$ cat config.mk
export PLATFORM = sky130hd
export DESIGN_NAME = simple_bist_driver
export DESIGN_NICKNAME = d
export VERILOG_FILES = /design/src/rtl/simple_bist_driver.sv
export SDC_FILE = /design/constraint.sdc
export NUM_CORES = 1
export LEC_CHECK = 0
export CORE_UTILIZATION = 49
export CTS_BUF_LIST = sky130_fd_sc_hd__clkbuf_8
export DETAILED_ROUTE_END_ITERATION = 10
export GPL_ROUTABILITY_DRIVEN = 0
export HOLD_SLACK_MARGIN = 0.08
export PLACE_DENSITY = 0.74
export SYNTH_ARGS = -nofsm -noshare
export SYNTH_HDL_FRONTEND = slang
export SYNTH_SLANG_ARGS = --single-unit
$ cat constraint.sdc
create_clock -name tau2015_clk -period 2.65 [get_ports tau2015_clk]
set_clock_uncertainty 0.15 [all_clocks]
set_input_delay 0.53 -clock tau2015_clk [delete_from_list [all_inputs] [get_ports tau2015_clk]]
set_output_delay 0.53 -clock tau2015_clk [all_outputs]
set_load 0.005 [all_outputs]
$ cat src/rtl/simple_bist_driver.sv
// simple_bist_driver: LFSR stimulus generator and MISR response compactor for the
// `simple` timing benchmark. Drives inp1/inp2 and folds dut_out into a signature.
// Optional feature: define GOLDEN_CHECK_EN to build the golden-signature comparator
// that drives `pass`; without it `pass` is tied low.
module simple_bist_driver #(
    parameter int unsigned       LFSR_W     = 16,
    parameter logic [LFSR_W-1:0] SEED       = 16'hACE1,
    parameter logic [LFSR_W-1:0] LFSR_TAPS  = 16'hB400,
    parameter int unsigned       PATTERNS   = 256,
    parameter int unsigned       DUT_LAT    = 1,
    parameter int unsigned       MISR_W     = 16,
    parameter logic [MISR_W-1:0] MISR_TAPS  = 16'hB400,
    parameter logic [MISR_W-1:0] GOLDEN_SIG = 16'h0000
) (
    input  logic                              tau2015_clk,
    input  logic                              rst_n,
    input  logic                              start,
    output logic                              inp1,
    output logic                              inp2,
    input  logic                              dut_out,
    output logic                              busy,
    output logic                              done,
    output logic [MISR_W-1:0]                 signature,
    output logic [$clog2(PATTERNS+1)-1:0]     pat_count,
    output logic                              pass
);

    localparam int unsigned CW = $clog2(PATTERNS + 1);
    localparam int unsigned DW = (DUT_LAT > 1) ? $clog2(DUT_LAT) : 1;

    typedef enum logic [1:0] {StIdle, StRun, StDrain, StDone} state_e;

    state_e              state_q, state_d;
    logic [LFSR_W-1:0]   lfsr_q, lfsr_d;   // pattern currently on inp1/inp2
    logic                inp1_q, inp1_d;
    logic                inp2_q, inp2_d;
    logic [CW-1:0]       cnt_q, cnt_d;
    logic [DW-1:0]       drain_q, drain_d;
    logic [DUT_LAT-1:0]  cap_q, cap_d;     // delayed "pattern driven" flag
    logic [MISR_W-1:0]   sig_q, sig_d;
    logic                launch, last_pat, drain_end, capture;

    function automatic logic [LFSR_W-1:0] lfsr_step(input logic [LFSR_W-1:0] s);
        return (s >> 1) ^ (s[0] ? LFSR_TAPS : '0);
    endfunction

    function automatic logic [MISR_W-1:0] misr_step(input logic [MISR_W-1:0] s, input logic b);
        return ((s >> 1) ^ (s[0] ? MISR_TAPS : '0)) ^ (MISR_W'(b) << (MISR_W - 1));
    endfunction

    assign launch    = start && (state_q == StIdle || state_q == StDone);
    assign last_pat  = (cnt_q == CW'(PATTERNS));
    assign drain_end = (drain_q == DW'(DUT_LAT - 1));
    assign capture   = cap_q[DUT_LAT-1];

    // State register
    always_ff @(posedge tau2015_clk or negedge rst_n) begin
        if (!rst_n) begin
            state_q <= StIdle;
        end else begin
            state_q <= state_d;
        end
    end

    // Next-state logic; start is only honoured from IDLE or DONE
    always_comb begin
        state_d = state_q;
        unique case (state_q)
            StIdle, StDone: if (start)     state_d = StRun;
            StRun:          if (last_pat)  state_d = StDrain;
            StDrain:        if (drain_end) state_d = StDone;
            default:                       state_d = StIdle;
        endcase
    end

    // FSM outputs
    always_comb begin
        busy = (state_q == StRun) || (state_q == StDrain);
        done = (state_q == StDone);
    end

    // Datapath next state: pattern generation, counters, capture pipe and MISR
    always_comb begin
        lfsr_d  = lfsr_q;
        inp1_d  = 1'b0;
        inp2_d  = 1'b0;
        cnt_d   = cnt_q;
        drain_d = drain_q;
        sig_d   = sig_q;
        cap_d   = DUT_LAT'({cap_q, state_q == StRun});
        if (capture) begin
            sig_d = misr_step(sig_q, dut_out);
        end
        if (launch) begin
            // Pattern 1 is registered on the start edge so it appears the next cycle
            lfsr_d = SEED;
            inp1_d = SEED[0];
            inp2_d = SEED[1];
            cnt_d  = CW'(1);
            sig_d  = '0;
        end else if (state_q == StRun) begin
            drain_d = '0;
            if (!last_pat) begin
                lfsr_d = lfsr_step(lfsr_q);
                inp1_d = lfsr_d[0];
                inp2_d = lfsr_d[1];
                cnt_d  = cnt_q + CW'(1);
            end
        end else if (state_q == StDrain) begin
            drain_d = drain_q + DW'(1);
        end
    end

    // Datapath registers; reset aborts any run in progress
    always_ff @(posedge tau2015_clk or negedge rst_n) begin
        if (!rst_n) begin
            lfsr_q  <= SEED;
            inp1_q  <= 1'b0;
            inp2_q  <= 1'b0;
            cnt_q   <= '0;
            drain_q <= '0;
            cap_q   <= '0;
            sig_q   <= '0;
        end else begin
            lfsr_q  <= lfsr_d;
            inp1_q  <= inp1_d;
            inp2_q  <= inp2_d;
            cnt_q   <= cnt_d;
            drain_q <= drain_d;
            cap_q   <= cap_d;
            sig_q   <= sig_d;
        end
    end

    assign inp1      = inp1_q;
    assign inp2      = inp2_q;
    assign signature = sig_q;
    assign pat_count = cnt_q;

`ifdef GOLDEN_CHECK_EN
    logic pass_q;

    // Compare the final signature (including the last capture) on entry to DONE
    always_ff @(posedge tau2015_clk or negedge rst_n) begin
        if (!rst_n) begin
            pass_q <= 1'b0;
        end else if (launch) begin
            pass_q <= 1'b0;
        end else if (state_q == StDrain && drain_end) begin
            pass_q <= (sig_d == GOLDEN_SIG);
        end
    end

    assign pass = pass_q;
`else
    assign pass = 1'b0;
`endif

endmodule

==> results of run 1 <==
==> stage by stage <==
stage | utilization, % | power, mW | instances | worst slack [ps]
2_1_floorplan | - | 1.981 | 200 | 900.9
3_3_place_gp | 60.62 | 2.370 | 274 | 563.3
3_5_place_dp | 60.62 | 2.401 | 274 | 542.0
5_1_grt | 63.04 | 3.018 | 283 | 107.9
6_report | 63.04 | 2.799 | 283 | 205.5
4_1_cts | 63.04 | 2.831 | 283 | 205.4
==> layer usage <==
layer	vias up	track usage (%)	routed length, µm
li1	733	-	-
met1	710	26.40	1853
met2	24	29.33	1708
met3	5	5.500	119
met4	0	6.510	57
met5	-	0	0
==> cell usage after synthesis <==
cell / instances / share of area (%)
a21oi_1: 10 / 2.4
or3_1: 2 / 0.59
a21o_1: 1 / 0.35
conb_1: 1 / 0.18
a21boi_2: 1 / 0.53
clkbuf_1: 7 / 1.2
buf_6: 1 / 0.53
nor2_1: 23 / 4.1
ha_1: 6 / 3.5
nor3_1: 5 / 1.2
buf_2: 4 / 0.94
and3_1: 1 / 0.29
buf_4: 1 / 0.35
o21ai_0: 2 / 0.47
a31o_2: 1 / 0.41
inv_1: 6 / 1.1
a221oi_2: 1 / 0.71
xnor2_1: 10 / 4.1
nand4_1: 2 / 0.59
dfrtp_1: 39 / 46
a211oi_1: 6 / 2.1
a31oi_1: 2 / 0.59
nand2_1: 31 / 5.5
xor2_1: 2 / 0.82
mux2i_1: 14 / 6.6
nor4b_4: 2 / 2.2
dfstp_2: 8 / 9.9
a21bo_2: 1 / 0.47
nand3_1: 10 / 2.4
==> worst min-delay path, stage by stage, from the launching register on <==
cell,delay [ps]
dfstp_2,380
nand2_1,50
nand3_1,70
==> registers in the layout, indices dropped and copies added, names as in the netlist <==
name / flops
lfsr_q: 16
signature: 16
pat_count: 9
state_q: 2
cap_q: 1
drain_q: 1
inp1: 1
inp2: 1
==> repair_timing <==
| item | 4_1_cts | 5_1_grt |
|---|---|---|
| hold buffers | 1 | 0 |
| setup buffers | 0 | 0 |
| hold endpoints to repair | 13 | 0 |
| endpoints found under the setup margin | 0 | 0 |
==> kinds of logic (layout without fill, tap and decap cells) <==
family | after synthesis | after routing | share of synthesized area (%)
xor gates and xnor gates | 12 | 12 | 4.947
other | 1 | 1 | 0.1765
and+or+nand+nor | 76 | 76 | 16.78
buffers and inverters | 19 | 52 | 4.123
adders and majority gates | 6 | 6 | 3.533
DFF | 47 | 47 | 55.83
AOI/OAI and AO/OA | 25 | 25 | 8.009
muxes | 14 | 14 | 6.596
==> final cells by class <==
cell class                 count  area (µm²)  share of cell area (%)
sequential                    47        1186                   46.04
multi-input combinational    134       853.3                   33.12
timing repair buffer          38       362.8                   14.08
clock buffer                   5       68.82                   2.671
tap                           50       62.56                   2.428
inverter                       6       22.52                  0.8742
clock inverter                 3       20.02                  0.7771
==> path summary, 6_finish.rpt <==
check                           slack, ps  cells after the start            to
worst max register to register        640                      7    state_q[0]
worst min register to register        340                      2    lfsr_q[15]
worst min-delay path                  340                      2    lfsr_q[15]
max in group asynchronous            1070                      3    lfsr_q[13]
min in group asynchronous             590                      2  signature[9]
worst max-delay path                  210                      4          busy
==> report_power, final <==
group	switching, mW	total (mW)	internal (mW)
Combinational	0.562	1.15	0.584
Clock	0.242	0.426	0.184
Sequential	0.235	1.23	0.993
==> cell usage in the layout (no fill, tap or decap) <==
cell and n:
a21bo_2 1, or3_1 2, mux2i_1 14, a31o_2 1, nor2_2 1, o21ai_0 2, clkinv_2 1, nor2_1 22
dlygate4sd3_1 1, nor3_1 5, a21boi_2 1, conb_1 1, nand3_1 10, clkinvlp_4 2, a31oi_1 2, a21o_1 1
clkdlybuf4s50_1 31, xnor2_1 10, buf_2 1, nand4_1 2, dfrtp_1 39, and3_1 1, inv_1 6, buf_4 5
xor2_1 2, a221oi_2 1, nand2_1 31, ha_1 6, a211oi_1 6, dfstp_2 8, a21oi_1 10, clkbuf_8 5
nor4b_4 2
==> summary.md, run 1 <==
| Metric | Value |
|---|---|
| Antenna violations before repair | `0` |
| Root Buffer | `clkbuf_8` |
| DRT Wirelength | `3.739 mm` |
| Crit path max-delay family | `buffers and inverters` |
| Die width | `between 60 and 70 µm` |
| P_leak | `~1.2 nW` |
| DRC violation count after routing | `0` |
| Drt wl/cell | `about 13 µm` |
| Seq/Total Area, Yosys | `between 50% and 60%` |
| Post-Synthesis Cells | `200` |
| First-pass GRT wire length | `around 6.4 mm` |
| Worst r2r src | `pat_count[0]` |
| CTS tree | `done` |
| Design area | `0.002576 mm²` |
| DIE HEIGHT | `67.85 µm` |
| Setup TNS Final | `0 ps` |
| Die area | `about 0.0046 mm²` |
| Hold crit path type | `flip-flop to flip-flop` |
| Yosys cell types | `29` |
| Slew HR | `41.76%` |
| Cell breakdown of the critical path | `inv_1, ha_1, inv_1, clkdlybuf4s50_1` |
| Critical Path RT | `a little under 2000 ps` |
| Fillcell total | `340` |
| PD cells | `between 1000 and 1500 mW/mm²` |
| Synth Cell Area | `between 0.002 and 0.0025 mm²` |
| Worst-Skew Late Latency | `310 ps` |
| Num CTS Buffers | `5` |
| Outcome | `completed` |
| Hold Fails Final Rpt | `0` |
| Vias/cell | `5.201` |
| Worst setup EP type | `output pin` |
| Initial core utilization | `between 50% and 60%` |
| Worst-path fanout max | `6` |
| VDD IR max | `~0.00079 V` |
| TritonRoute pass-1 iters | `4` |
| Synth Warn # | `0` |
| Bufs and invs on worst path | `3` |
| Overall Global Routing Usage | `about a fifth` |
| Resize count post-CTS | `0` |
| Synth Net Count | `210` |
| RSZ-0062 raised after global routing | `no` |
| Final setup fails | `0` |
| Core Box Area | `just over 0.004 mm²` |
| Worst-Margin Slew | `873.7 ps` |
| Yosys reg bits | `47` |
| Port Buffers | `32` |
| Congestion Overflow GR | `0` |
| Number of diodes | `0` |
| Placement row count | `23` |
| Worst EP arrival | `between 1500 and 2000 ps` |
| IO Pins | `34` |
| CTS sink cnt | `47` |
| Crit path launch | `state_q[0]` |
| Largest net degree at the start of global routing | `34` |
| Layout net count | `around 240` |
| # H-tree levels | `2` |
| Vias in the first global route | `1,383` |
| Final hold slack | `about 340 ps` |
| Antenna viol nets, final | `0` |
| Layout area overhead | `21.26%` |
| Cell area after placement | `between 0.002 and 0.0025 mm²` |
| Dpl hpwl | `between 2 and 3 mm` |
| Slowest CP cell | `clkdlybuf4s50_1` |
| Slew Viols, Final | `0` |
| Final Critical Period | `about 2400 ps` |
| CP max stage delay | `~500 ps` |
| Startpoint type of the worst setup path | `flip-flop` |
| Routed vias | `1,472` |
| Syn Area/Cell | `10.62 µm²` |
| Tcrit/Tclk final | `between 90% and 100%` |
| Share of post-route cells with drive strength above 1 | `12.45%` |
| Hold Crit Start | `lfsr_q[15]` |
| Max-cap viol count | `0` |
| Largest buffer count on any clock path | `2` |
| Initial DRC count | `73` |
| Crit Path Category | `flip-flop to output pin` |
| Clock transition at path regs | `about 80 ps` |
| Fmax | `approximately 0.4 GHz` |
| Most used cell, CP | `inv_1` |
(Power assumes the default switching activity.)
==> inputs of run 2 (changes only) <==
Settings changed: CTS_CLUSTER_SIZE set to 40, PLACE_DENSITY 0.74 to unset, PLACE_DENSITY_LB_ADDON set to 0.25.
==> run 2 against run 1 <==
  * Sequential share of layout area up 0.27 points
  * Cell count down 0.71%
  * Register-to-register slack worse by 50 ps
  * Wire length down 0.24%
  * Flip-flop and latch count unchanged
  * Worst hold slack worse by 180 ps
  * Total power about the same
  * Critical path depth unchanged
==> summary.md, run 2 (synthesized netlist as in run 1, its figures left out) <==
| Metric | Value |
|---|---|
| Num CTS Buffers | `5` |
| Crit Path Category | `flip-flop to output pin` |
| Commonest non-fill, non-tap cell in the layout | `dfrtp_1` |
| Worst-Margin Slew | `around 860 ps` |
| Antenna violations before repair | `0` |
| Sw frac | `around 36%` |
| Layout net count | `240` |
| Setup TNS Final | `0 ps` |
| Slowest CP cell | `clkdlybuf4s50_1` |
| Number of diodes | `0` |
| DRC violation count after routing | `0` |
| Share of post-route cells with drive strength above 1 | `approximately an eighth` |
| Max-cap viol count | `0` |
| CTS Hold Bufs | `0` |
| Congestion Overflow GR | `0` |
| Cell breakdown of the critical path | `inv_1, ha_1, inv_1, clkdlybuf4s50_1` |
| Routed vias | `approximately 1.5k` |
| # H-tree levels | `2` |
| Die width | `between 60 and 70 µm` |
| PD cells | `~1100 mW/mm²` |
| TritonRoute pass-1 iters | `4` |
| Largest buffer count on any clock path | `2` |
| Initial DRC count | `73` |
| Layout area overhead | `20.55%` |
| First-pass GRT wire length | `6.513 mm` |
| Placement row count | `23` |
| DRT Wirelength | `3.730 mm` |
| CTS tree | `done` |
| Core Box Area | `around 0.004 mm²` |
| Slew Viols, Final | `0` |
| Design area | `around 0.0026 mm²` |
| Dpl hpwl | `2.554 mm` |
| Post-CTS Setup Inserts | `0` |
| Clock transition at path regs | `80 ps` |
| Largest net degree at the start of global routing | `48` |
| P_leak | `between 1 and 1.5 nW` |
| Slew HR | `42.68%` |
| Final setup fails | `0` |
| Hold Fails Final Rpt | `0` |
| Commonest non-fill, non-tap cells in the layout | `dfrtp_1, nand2_1, clkdlybuf4s50_1, nor2_1, mux2i_1` |
| Worst R2R Setup Slack | `590 ps` |
| Hold crit path type | `input pin to asynchronous set/reset pin` |
| Most used cell, CP | `inv_1` |
| Vias/cell | `5.313` |
| CP max stage delay | `500 ps` |
| Worst-path fanout max | `6` |
| Tcrit/Tclk final | `between 90 and 100%` |
| Combinational share of power | `~41%` |
| IO Pins | `34` |
| Final Critical Period | `between 2000 and 2500 ps` |
| Vias in the first global route | `around 1.4k` |
| Fmax | `roughly 0.41 GHz` |
| CTS sink cnt | `47` |
| Internal Pwr Total | `approximately 1.8 mW` |
| Initial core utilization | `between 50% and 60%` |
| VDD IR max | `approximately 0.0008 V` |
| Worst EP arrival | `about 1800 ps` |
| RSZ-0062 raised after global routing | `no` |
| Critical Path RT | `between 1500 and 2000 ps` |
| Die area | `between 0.004 and 0.005 mm²` |
| DIE HEIGHT | `about 68 µm` |
| Worst-Skew Late Latency | `290 ps` |
| Clock Power Share | `15.4%` |
| Overall Global Routing Usage | `between 10% and 20%` |
| Final hold slack | `between 150 and 200 ps` |
| Outcome | `completed` |
| Root Buffer | `clkbuf_8` |
| Antenna viol nets, final | `0` |
| Startpoint type of the worst setup path | `flip-flop` |
| Fillcell total | `roughly 340` |
| Resize count post-CTS | `0` |
| Worst setup EP type | `output pin` |
| Sequential power share | `a little over two fifths` |
| Drt wl/cell | `between 10 and 15 µm` |
| Psw | `~1.0 mW` |
| Cell area after placement | `0.002470 mm²` |
| Port Buffers | `32` |
==> run 2: final timing paths <==
kind,startpoint,to,cells after the start
setup / recovery,state_q[0],busy,4
hold / removal,rst_n,signature[4],2
setup reg to reg,pat_count[0],state_q[0],7
hold reg to reg,lfsr_q[6],lfsr_q[5],2
max in group asynchronous,rst_n,lfsr_q[15],2
min in group tau2015_clk,lfsr_q[6],lfsr_q[5],2
==> run 2: power groups by stage <==
stage / Sequential (mW) / Clock [mW] / Combinational, mW
final: 1.22 / 0.431 / 1.15
after global routing: 1.26 / 0.474 / 1.29
after CTS: 1.23 / 0.444 / 1.17
after detailed placement: 1.24 / 0 / 1.17
after global placement: 1.23 / 0 / 1.14
after floorplan: 1.15 / 0 / 0.832
==> run 2: cell type report <==
type | count | area (µm²) | area share, %
clock buffers | 6 | 82.58 | 3.224
clock inverters | 2 | 8.758 | 0.3420
inverters | 6 | 22.52 | 0.8793
multi-input cells | 134 | 853.3 | 33.32
flip-flops and latches | 47 | 1186 | 46.31
well taps | 50 | 62.56 | 2.443
repair buffers | 36 | 345.3 | 13.48
==> run 2: routing by layer <==
layer / vias up / track usage, % / routed length (µm)
met3: 7 / 4.333 / 157
met2: 28 / 31.44 / 1768
li1: 724 / - / -
met5: - / 0 / 0
met1: 734 / 24.92 / 1740
met4: 0 / 8.594 / 64
==> run 2: metrics by stage <==
| step | std cells | power (mW) | utilization (%) | setup WS [ps] |
|---|---|---|---|---|
| 2_1_floorplan | 200 | 1.981 | - | 900.9 |
| 3_3_place_gp | 273 | 2.365 | 60.44 | 553.5 |
| 3_5_place_dp | 273 | 2.408 | 60.44 | 519.9 |
| 4_1_cts | 281 | 2.842 | 62.68 | 194.8 |
| 5_1_grt | 281 | 3.026 | 62.68 | 89.38 |
| 6_report | 281 | 2.799 | 62.68 | 206.8 |
==> run 2: critical path: cells and delay by family (launching register included) <==
family,cells,cell delay [ps]
adder cells (fa/ha/maj),1,370
buffers and inverters,3,680
flip-flops,1,410
